**config.mk**
```make
export PLATFORM = sky130hd
export DESIGN_NAME = lpif_rx_align_monitor
export DESIGN_NICKNAME = d
export VERILOG_FILES = /design/src/rtl/lpif_rx_align_pkg.sv /design/src/rtl/lpif_sat_cnt.sv /design/src/rtl/lpif_rx_align_monitor.sv
export SDC_FILE = /design/constraint.sdc
export NUM_CORES = 1
export LEC_CHECK = 0
export CAP_MARGIN = 20
export CORE_MARGIN = 8
export CORE_UTILIZATION = 40
export CTS_CLUSTER_DIAMETER = 30
export CTS_CLUSTER_SIZE = 10
export DETAILED_ROUTE_END_ITERATION = 8
export PLACE_DENSITY = 0.79
export SETUP_SLACK_MARGIN = 0.15
export SYNTH_ARGS = -nofsm -noshare
export SYNTH_HDL_FRONTEND = slang
export SYNTH_HIERARCHICAL = 1
export SYNTH_SLANG_ARGS = --single-unit
```
**constraint.sdc**
```tcl
create_clock -name clk_rd -period 2.3 [get_ports clk_rd]
set_input_delay 0.345 -clock clk_rd [delete_from_list [all_inputs] [get_ports clk_rd]]
set_output_delay 0.345 -clock clk_rd [all_outputs]
set_load 0.005 [all_outputs]
```
**src/rtl/lpif_rx_align_pkg.sv**
```systemverilog
// Shared types and bit locations for the LPIF AIB receive alignment monitor.
// The strobe/marker bit pick lives here so every consumer agrees on locations.
package lpif_rx_align_pkg;

  localparam int unsigned RX_CH_WIDTH  = 80;
  localparam int unsigned GEN2_STB_LOC = 1;
  localparam int unsigned GEN2_MRK_LOC = 77;
  localparam int unsigned GEN1_STB_LOC = 38;
  localparam int unsigned GEN1_MRK_LOC = 39;

  typedef enum logic [1:0] {
    ST_IDLE   = 2'd0,
    ST_HUNT   = 2'd1,
    ST_LOCKED = 2'd2
  } rx_align_state_e;

  // Returns {marker, strobe} taken from the generation-specific locations.
  function automatic logic [1:0] pick_stb_mrk(input logic [RX_CH_WIDTH-1:0] word,
                                              input logic                   gen2);
    logic [1:0] res;
    if (gen2) begin
      res = {word[GEN2_MRK_LOC], word[GEN2_STB_LOC]};
    end else begin
      res = {word[GEN1_MRK_LOC], word[GEN1_STB_LOC]};
    end
    return res;
  endfunction

endpackage

```
**src/rtl/lpif_sat_cnt.sv**
```systemverilog
// Saturating up-counter with synchronous clear; clear wins over increment.
module lpif_sat_cnt #(
  parameter int unsigned W = 16
) (
  input  logic         clk_i,
  input  logic         rst_n_i,
  input  logic         inc_i,
  input  logic         clr_i,
  output logic [W-1:0] cnt_o
);

  logic [W-1:0] cnt_q;
  logic [W-1:0] cnt_d;

  // Next count: clear, saturating increment, or hold.
  always_comb begin
    cnt_d = cnt_q;
    if (clr_i) begin
      cnt_d = {W{1'b0}};
    end else if (inc_i && (cnt_q != {W{1'b1}})) begin
      cnt_d = cnt_q + W'(1);
    end else begin
      cnt_d = cnt_q;
    end
  end

  // Count register.
  always_ff @(posedge clk_i or negedge rst_n_i) begin
    if (!rst_n_i) begin
      cnt_q <= {W{1'b0}};
    end else begin
      cnt_q <= cnt_d;
    end
  end

  assign cnt_o = cnt_q;

endmodule

```
**src/rtl/lpif_rx_align_monitor.sv**
```systemverilog
// RX alignment monitor: checks strobe/marker on the raw PHY word, runs hunt/lock,
// forwards a registered word with valid, and counts bad words seen while locked.
module lpif_rx_align_monitor
  import lpif_rx_align_pkg::*;
#(
  parameter int unsigned LOCK_CNT   = 8,
  parameter int unsigned UNLOCK_CNT = 4,
  parameter logic        STB_EXP    = 1'b1,
  parameter logic        MRK_EXP    = 1'b1,
  parameter int unsigned ERR_W      = 16
) (
  input  logic                   clk_rd,
  input  logic                   rst_rd_n,
  input  logic [RX_CH_WIDTH-1:0] rx_phy0,
  input  logic                   m_gen2_mode,
  input  logic                   rx_online,
  input  logic                   rx_err_cnt_clr,
  output logic [RX_CH_WIDTH-1:0] rx_phy_q,
  output logic                   rx_word_valid,
  output logic                   rx_align_lock,
  output logic                   rx_stb_err,
  output logic                   rx_mrk_err,
  output logic [ERR_W-1:0]       rx_err_cnt
);

  localparam int unsigned RUN_MAX = (LOCK_CNT > UNLOCK_CNT) ? LOCK_CNT : UNLOCK_CNT;
  localparam int unsigned RUN_W   = $clog2(RUN_MAX + 1);

  rx_align_state_e  state_q, state_d;
  logic [RUN_W-1:0] good_run_q, good_run_d;
  logic [RUN_W-1:0] bad_run_q, bad_run_d;

  logic [RX_CH_WIDTH-1:0] phy_q;
  logic                   valid_q, valid_d;
  logic                   lock_q;
  logic                   stb_err_q, mrk_err_q;

  logic [1:0] sm_s;
  logic       stb_bad_s;
  logic       mrk_bad_s;
  logic       good_s;
  logic       err_inc_s;

  assign sm_s      = pick_stb_mrk(rx_phy0, m_gen2_mode);
  assign stb_bad_s = (sm_s[0] != STB_EXP);
  assign mrk_bad_s = (sm_s[1] != MRK_EXP);
  assign good_s    = !stb_bad_s && !mrk_bad_s;

  // Hunt/lock next-state, run counters, word-valid and error-increment decode.
  always_comb begin
    state_d    = state_q;
    good_run_d = good_run_q;
    bad_run_d  = bad_run_q;
    valid_d    = 1'b0;
    err_inc_s  = 1'b0;
    if (!rx_online) begin
      state_d    = ST_IDLE;
      good_run_d = {RUN_W{1'b0}};
      bad_run_d  = {RUN_W{1'b0}};
    end else begin
      case (state_q)
        ST_IDLE: begin
          state_d    = ST_HUNT;
          good_run_d = {RUN_W{1'b0}};
          bad_run_d  = {RUN_W{1'b0}};
        end
        ST_HUNT: begin
          if (!good_s) begin
            good_run_d = {RUN_W{1'b0}};
          end else if ((good_run_q + RUN_W'(1)) == RUN_W'(LOCK_CNT)) begin
            state_d    = ST_LOCKED;
            good_run_d = {RUN_W{1'b0}};
            bad_run_d  = {RUN_W{1'b0}};
          end else begin
            good_run_d = good_run_q + RUN_W'(1);
          end
        end
        ST_LOCKED: begin
          if (good_s) begin
            bad_run_d = {RUN_W{1'b0}};
            valid_d   = 1'b1;
          end else begin
            err_inc_s = 1'b1;
            // The unlocking word itself is still counted as an error.
            if ((bad_run_q + RUN_W'(1)) == RUN_W'(UNLOCK_CNT)) begin
              state_d    = ST_HUNT;
              bad_run_d  = {RUN_W{1'b0}};
              good_run_d = {RUN_W{1'b0}};
            end else begin
              bad_run_d = bad_run_q + RUN_W'(1);
            end
          end
        end
        default: begin
          state_d    = ST_IDLE;
          good_run_d = {RUN_W{1'b0}};
          bad_run_d  = {RUN_W{1'b0}};
        end
      endcase
    end
  end

  // State and run-counter registers.
  always_ff @(posedge clk_rd or negedge rst_rd_n) begin
    if (!rst_rd_n) begin
      state_q    <= ST_IDLE;
      good_run_q <= {RUN_W{1'b0}};
      bad_run_q  <= {RUN_W{1'b0}};
    end else begin
      state_q    <= state_d;
      good_run_q <= good_run_d;
      bad_run_q  <= bad_run_d;
    end
  end

  // Output registers, all aligned to the word sampled at the previous edge.
  always_ff @(posedge clk_rd or negedge rst_rd_n) begin
    if (!rst_rd_n) begin
      phy_q     <= {RX_CH_WIDTH{1'b0}};
      valid_q   <= 1'b0;
      lock_q    <= 1'b0;
      stb_err_q <= 1'b0;
      mrk_err_q <= 1'b0;
    end else begin
      phy_q     <= rx_phy0;
      valid_q   <= valid_d;
      lock_q    <= (state_d == ST_LOCKED);
      stb_err_q <= rx_online && stb_bad_s;
      mrk_err_q <= rx_online && mrk_bad_s;
    end
  end

  lpif_sat_cnt #(
    .W (ERR_W)
  ) u_err_cnt (
    .clk_i   (clk_rd),
    .rst_n_i (rst_rd_n),
    .inc_i   (err_inc_s),
    .clr_i   (rx_err_cnt_clr),
    .cnt_o   (rx_err_cnt)
  );

  assign rx_phy_q      = phy_q;
  assign rx_word_valid = valid_q;
  assign rx_align_lock = lock_q;
  assign rx_stb_err    = stb_err_q;
  assign rx_mrk_err    = mrk_err_q;

endmodule

```
# After elaboration in Yosys (flattened, before gate mapping)
# Cells that the tools add are included.
dict set report totals {
  register_bits 110
  output_inout_bits 100
  wordCells 59
  input_bits 85
}
dict set report classes {
  n_reduce_logical 8
  n_addsub 3
  eq_ne 10
  muxes 27
  n_bitwise 2
}
# cell n
set ops {}
lappend ops {{$mux W4} 10}
lappend ops {{$mux W16} 2}
lappend ops {{$add A16 B1 Y16 const B} 1}
lappend ops {{$ne A16 B16 Y1 const B} 1}
lappend ops {{$pmux W4 S2} 2}
lappend ops {{$mux W2} 6}
lappend ops {{$ne A3 B3 Y1 const B} 4}
lappend ops {{$add A4 B1 Y4 const B} 2}
lappend ops {{$mux W1} 6}
lappend ops {{$pmux W2 S3} 1}
lappend ops {{$eq A2 B2 Y1 const B} 2}
lappend ops {{$eq A4 B3 Y1 const B} 1}
lappend ops {{$eq A4 B4 Y1 const B} 1}
lappend ops {{$logic_and A1 B1 Y1} 4}
lappend ops {{$reduce_and A2 Y1} 2}
lappend ops {{$eq A2 B1 Y1 const B} 1}
lappend ops {{$logic_not A2 Y1} 1}
lappend ops {{$not A1 Y1} 2}
lappend ops {{$reduce_bool A2 Y1} 1}

# Logic depth before layout (Yosys ltp)
dict set report logic_depth {
  word_depth 8
  mapped_depth 9
  depth_no_buf 6
}

# Cells and area by module
# The synthesis kept the hierarchy.
# module cells_per_inst area_per_inst_um2 seq_area_each_um2 instances
set by_module_without_submodules {}
lappend by_module_without_submodules {lpif_rx_align_monitor 166 2879.0 2352.3 1}
lappend by_module_without_submodules {lpif_sat_cnt 98 942.2 400.4 1}

# Least setup slack after synthesis
# Ideal clock, no wire load.
dict set report synth_timing {
  kind {register to register}
  from {reg state_q[0]}
  to {reg u_err_cnt.cnt_q[3], in the netlist u_err_cnt/cnt_o[3]}
  required_ps 2222
  n_path_buf 2
  arrival_ps 1998
  period_less_slack_ps 2076
  setup_slack_ps 224
  path_stages_with_launch 9
  setup_time_ps 78
  path_cell_list {dfrtp_1 > and3b_1 > buf_2 > nand3_1 > inv_1 > inv_1 > clkbuf_1 > or4_2 > a21oi_1}
}
dict set report synth_between {
  elab_chain_len 5
}
# item line_no
set synth_lines {}
lappend synth_lines {{from (decl)} lpif_rx_align_monitor.sv:29} ;# rx_align_state_e state_q, state_d;
lappend synth_lines {{from (signal assigned)} lpif_rx_align_monitor.sv:110} ;# state_q <= state_d;
lappend synth_lines {{$eq A2 B2 Y1} lpif_rx_align_monitor.sv:61} ;# case (state_q)
lappend synth_lines {{$mux W1} lpif_rx_align_monitor.sv:61}
lappend synth_lines {{$mux W1} lpif_rx_align_monitor.sv:56} ;# if (!rx_online) begin
lappend synth_lines {{named net err_inc_s} lpif_rx_align_monitor.sv:42} ;# logic err_inc_s;
lappend synth_lines {{$logic_and A1 B1 Y1} lpif_sat_cnt.sv:20} ;# end else if (inc_i && (cnt_q != {W{1'b1}})) begin
lappend synth_lines {{$reduce_bool A2 Y1 (no line)} --}
lappend synth_lines {{to (signal assigned)} lpif_sat_cnt.sv:30} ;# cnt_q <= {W{1'b0}};
lappend synth_lines {{to (signal assigned)} lpif_sat_cnt.sv:32} ;# cnt_q <= cnt_d;
lappend synth_lines {{to (decl)} lpif_sat_cnt.sv:12} ;# logic [W-1:0] cnt_q;
# The timed path passes the listed nets, and every way through them passes these cells.
# A chain may end at the register's enable or synchronous reset.

# Worst setup path after layout
dict set report layout_timing {
  from {reg state_q[0]}
  to {reg u_err_cnt.cnt_q[10], in the netlist u_err_cnt/cnt_o[10]}
}
# Same word-level chain as after synthesis.

==> impl_metrics.csv <==
group,metric,value,unit
run_status,status,"finished, final reports clean",
final_layout,fill_cells,675,
cts,cts_tree,"yes",
floorplanning,ioPinCount,185,
setup_path,path_class,"reg2reg",
routing,drc,0,
setup_path,cpLargestDelayFamily,"simple AND/OR/NAND/NOR gates",
sta,period_share,87.0,%
sta,fin_hold_ws,0.412,ns
job,max_cap_viol_count,0,
final_layout,drive_gt1_share,10.5,%
global_route,grt_max_degree,65,
global_route,grt_pass1_wl,17.5,mm
routing,drt-pass1-iter-count,4,
final_layout,layout_common_cells,"183 x clkdlybuf4s50_1, 109 x dfrtp_1, 16 x buf_4, 13 x a21oi_1, 12 x nand2_1",
routing,wl_per_cell,19.1,um
power_and_ir_drop,p_leak,2.61,nW
power_and_ir_drop,seq_power_share,56.6,%
final_layout,area_growth,61.2,%
sta,fin_skew,0.0124,ns
cts,clk_pin_slew,0.11,ns
yosys,synthTopCellsByArea,"dfrtp_1 72%, a21oi_1 1.7%, ha_1 1.6%",
worst_hold_path,hp-class,"in2reg",
placement,globalplace.congestion,0.825,
yosys,synth_enable_flop_cells,0,
yosys,synth_top_cell_area_share,72.0,%
floorplanning,rows,35,
floorplanning,core,0.00924,sq mm
floorplanning,die-area,0.0129,sq mm
yosys,yosysTopAreaCell,"dfrtp_1",
cts,root_buffer,"clkbuf_8",
yosys,synth_cell_types,55,
cts,cts_buffers,9,
routing,num_vias,3010,
power_and_ir_drop,vdd_ir_drop_max,0.341,mV
floorplanning,die_h,114,um
sta,fin_ws,0.299,ns
final_layout,antennaDiodeCount,0,
setup_path,critPathMaxStageDelay,0.50,ns
sta,slew-limit-headroom,63.2,%
final_layout,layout.nets,560,
placement,dpl_worst_slack,-0.0280,ns
yosys,netlist_area,0.00382,sq mm
sta,finalSetupViolCount,0,
sta,finalHoldViolations,0,
power_and_ir_drop,p_int,2.79,mW
floorplanning,die_x,114,um
floorplanning,initial_core_util,41.4,%
yosys,syn_nets,354,
setup_path,worst_setup_path_end_kind,"flip-flop",
cts,numClockSinks,110,
sta,drv_slew,0,
setup_path,critPathArrivalTime,2.28,ns
yosys,netlist_instances,264,
power_and_ir_drop,switchingPower,794,uW
yosys,synthArstFlopShare,100,%
global_route,antenna_found_initial,0,
global_route,grt-ovfl-total,0,
yosys,avgSynthCellArea,14.5,sq um
cts,insertion_delay,0.36,ns
yosys,synth.yosys.seq_area_share,72.0,%
yosys,synth_ff_type,"dfrtp_1",
global_route,grt_use_total,17.7,%
global_route,grt_pass1_vias,2947,
routing,antenna_left,0,
power_and_ir_drop,p_per_area,582,mW/mm^2
yosys,synth-warning-count,6,
cts,cts.path.max_buffers,2,
routing,wirelength,11.5,mm
power_and_ir_drop,pwr-share-comb,10.9,%
power_and_ir_drop,p_clk_share,32.5,%
routing,drt_iter0_markers,149,
setup_path,worstPathBufferInverterCount,3,
final_layout,final_common_cell,"clkdlybuf4s50_1",
setup_path,cp_slowest_cell,"or4_1",
routing,vias_per_cell,4.99,
placement,dpl.hpwl,9.15,mm
sta,setup_tns,0,ns
setup_path,critPathLaunchType,"flip-flop",
setup_path,crit_required,2.58,ns
sta,rsz0062_at_grt,"no",
setup_path,cp_max_fo,12,
yosys,synth-seq-cells,110,
cts,htreeDepth,3,
sta,fmax,500,MHz
sta,min_period,2.00,ns
power_and_ir_drop,switching_share,22.2,%
sta,tightest_slew,0.552,ns
setup_path,critPathMostFrequentCell,"inv_1",
setup_path,cp_cell_sequence,"and3b_1 -> nand3_1 -> inv_1 -> inv_1 -> buf_12 -> or4_1 -> a21oi_1",
placement,portBuffers,184,
path summary, 6_finish.rpt:
kind,start,to,slack (ns),cells after the start
setup / recovery,state_q[0],u_err_cnt/cnt_o[10],0.30,7
min in group asynchronous,rst_rd_n,rx_align_lock,0.44,2
max in group asynchronous,rst_rd_n,rx_phy_q[45],1.22,3
setup reg to reg,state_q[0],u_err_cnt/cnt_o[10],0.30,7
hold / removal,rx_phy0[50],rx_phy_q[50],0.41,1
hold reg to reg,state_q[1],state_q[0],0.57,1
stage by stage:
step	cells	total power [mW]	area (sq um)	util [%]
3_3_place_gp	584	2.45	5920	64.0
5_1_grt	603	3.73	6160	66.6
3_5_place_dp	584	2.46	5920	64.0
4_1_cts	600	3.64	6130	66.4
6_report	603	3.58	6160	66.6
2_1_floorplan	264	2.10	3820	-
state kept, by name (all words and copies together), names as in the netlist:
signal / cells
rx_align_lock: 1
rx_word_valid: 1
rx_phy_q: 80
bad_run_q: 4
u_err_cnt/cnt_o: 16
rx_stb_err: 1
state_q: 2
rx_mrk_err: 1
good_run_q: 4
area by class of cell:
cell class                      instances  area [sq um]  area share [%]
Clock buffer                            9           124            2.01
Clock inverter                          6          82.6            1.34
Inverter                                6          22.5           0.366
Multi-Input combinational cell        141          1010            16.4
Sequential cell                       110          2750            44.7
Tap cell                              129           161            2.62
Timing Repair Buffer                  202          2000            32.5
worst register-to-register path, stage by stage (launching register included):
cell     delay (ns)
dfrtp_1        0.43
and3b_1        0.25
nand3_1        0.14
inv_1          0.10
inv_1          0.13
buf_12         0.18
or4_1          0.50
a21oi_1        0.18
power by group through the flow:
| stage | clock network [mW] | logic [mW] | registers [mW] |
|---|---|---|---|
| 2_1_floorplan | 0 | 0.0202 | 2.08 |
| 3_3_place_gp | 0 | 0.389 | 2.06 |
| 3_5_place_dp | 0 | 0.398 | 2.07 |
| 4_1_cts | 1.21 | 0.400 | 2.03 |
| 5_1_grt | 1.28 | 0.418 | 2.04 |
| 6_report | 1.16 | 0.392 | 2.03 |
cells in the mapped netlist, types with 5 or more instances:
cell type and count:
and2_1 6, nand2_1 12, dfrtp_1 110, nand4_1 6, ha_1 5, or4_1 5, nand3_1 8, nor2b_1 7
o31ai_1 8, inv_1 6, nand3b_1 6, nor2_1 5, a21oi_1 13
what timing repair did:
item                                   4_1_cts  5_1_grt
endpoints found under the hold margin       23        0
hold buffers                                 1        0
setup endpoints to repair                    0        9
gates resized for setup                      0        2
buffers inserted                             0        3
routing by layer:
layer / vias up / track usage [%] / share of wire (%) / wire length [um]
met5: - / 0 / 0 / 0
met2: 132 / 30.9 / 51 / 5830
li1: 1356 / - / - / -
met3: 9 / 5.18 / 7.4 / 859
met1: 1513 / 20.6 / 41 / 4720
met4: 0 / 4.97 / 1.1 / 130
kinds of logic after synthesis:
| family | count (synthesis) | synth area share (%) |
|---|---|---|
| AO/OA/AOI/OAI | 47 | 8.91 |
| XOR/XNOR | 2 | 0.458 |
| adder cells (fa/ha/maj) | 5 | 1.64 |
| buffers and inverters | 13 | 1.54 |
| flip-flops | 110 | 72.0 |
| multiplexers | 6 | 1.70 |
| AND/OR/NAND/NOR | 81 | 13.7 |
Power figures use the tool's default switching activity.
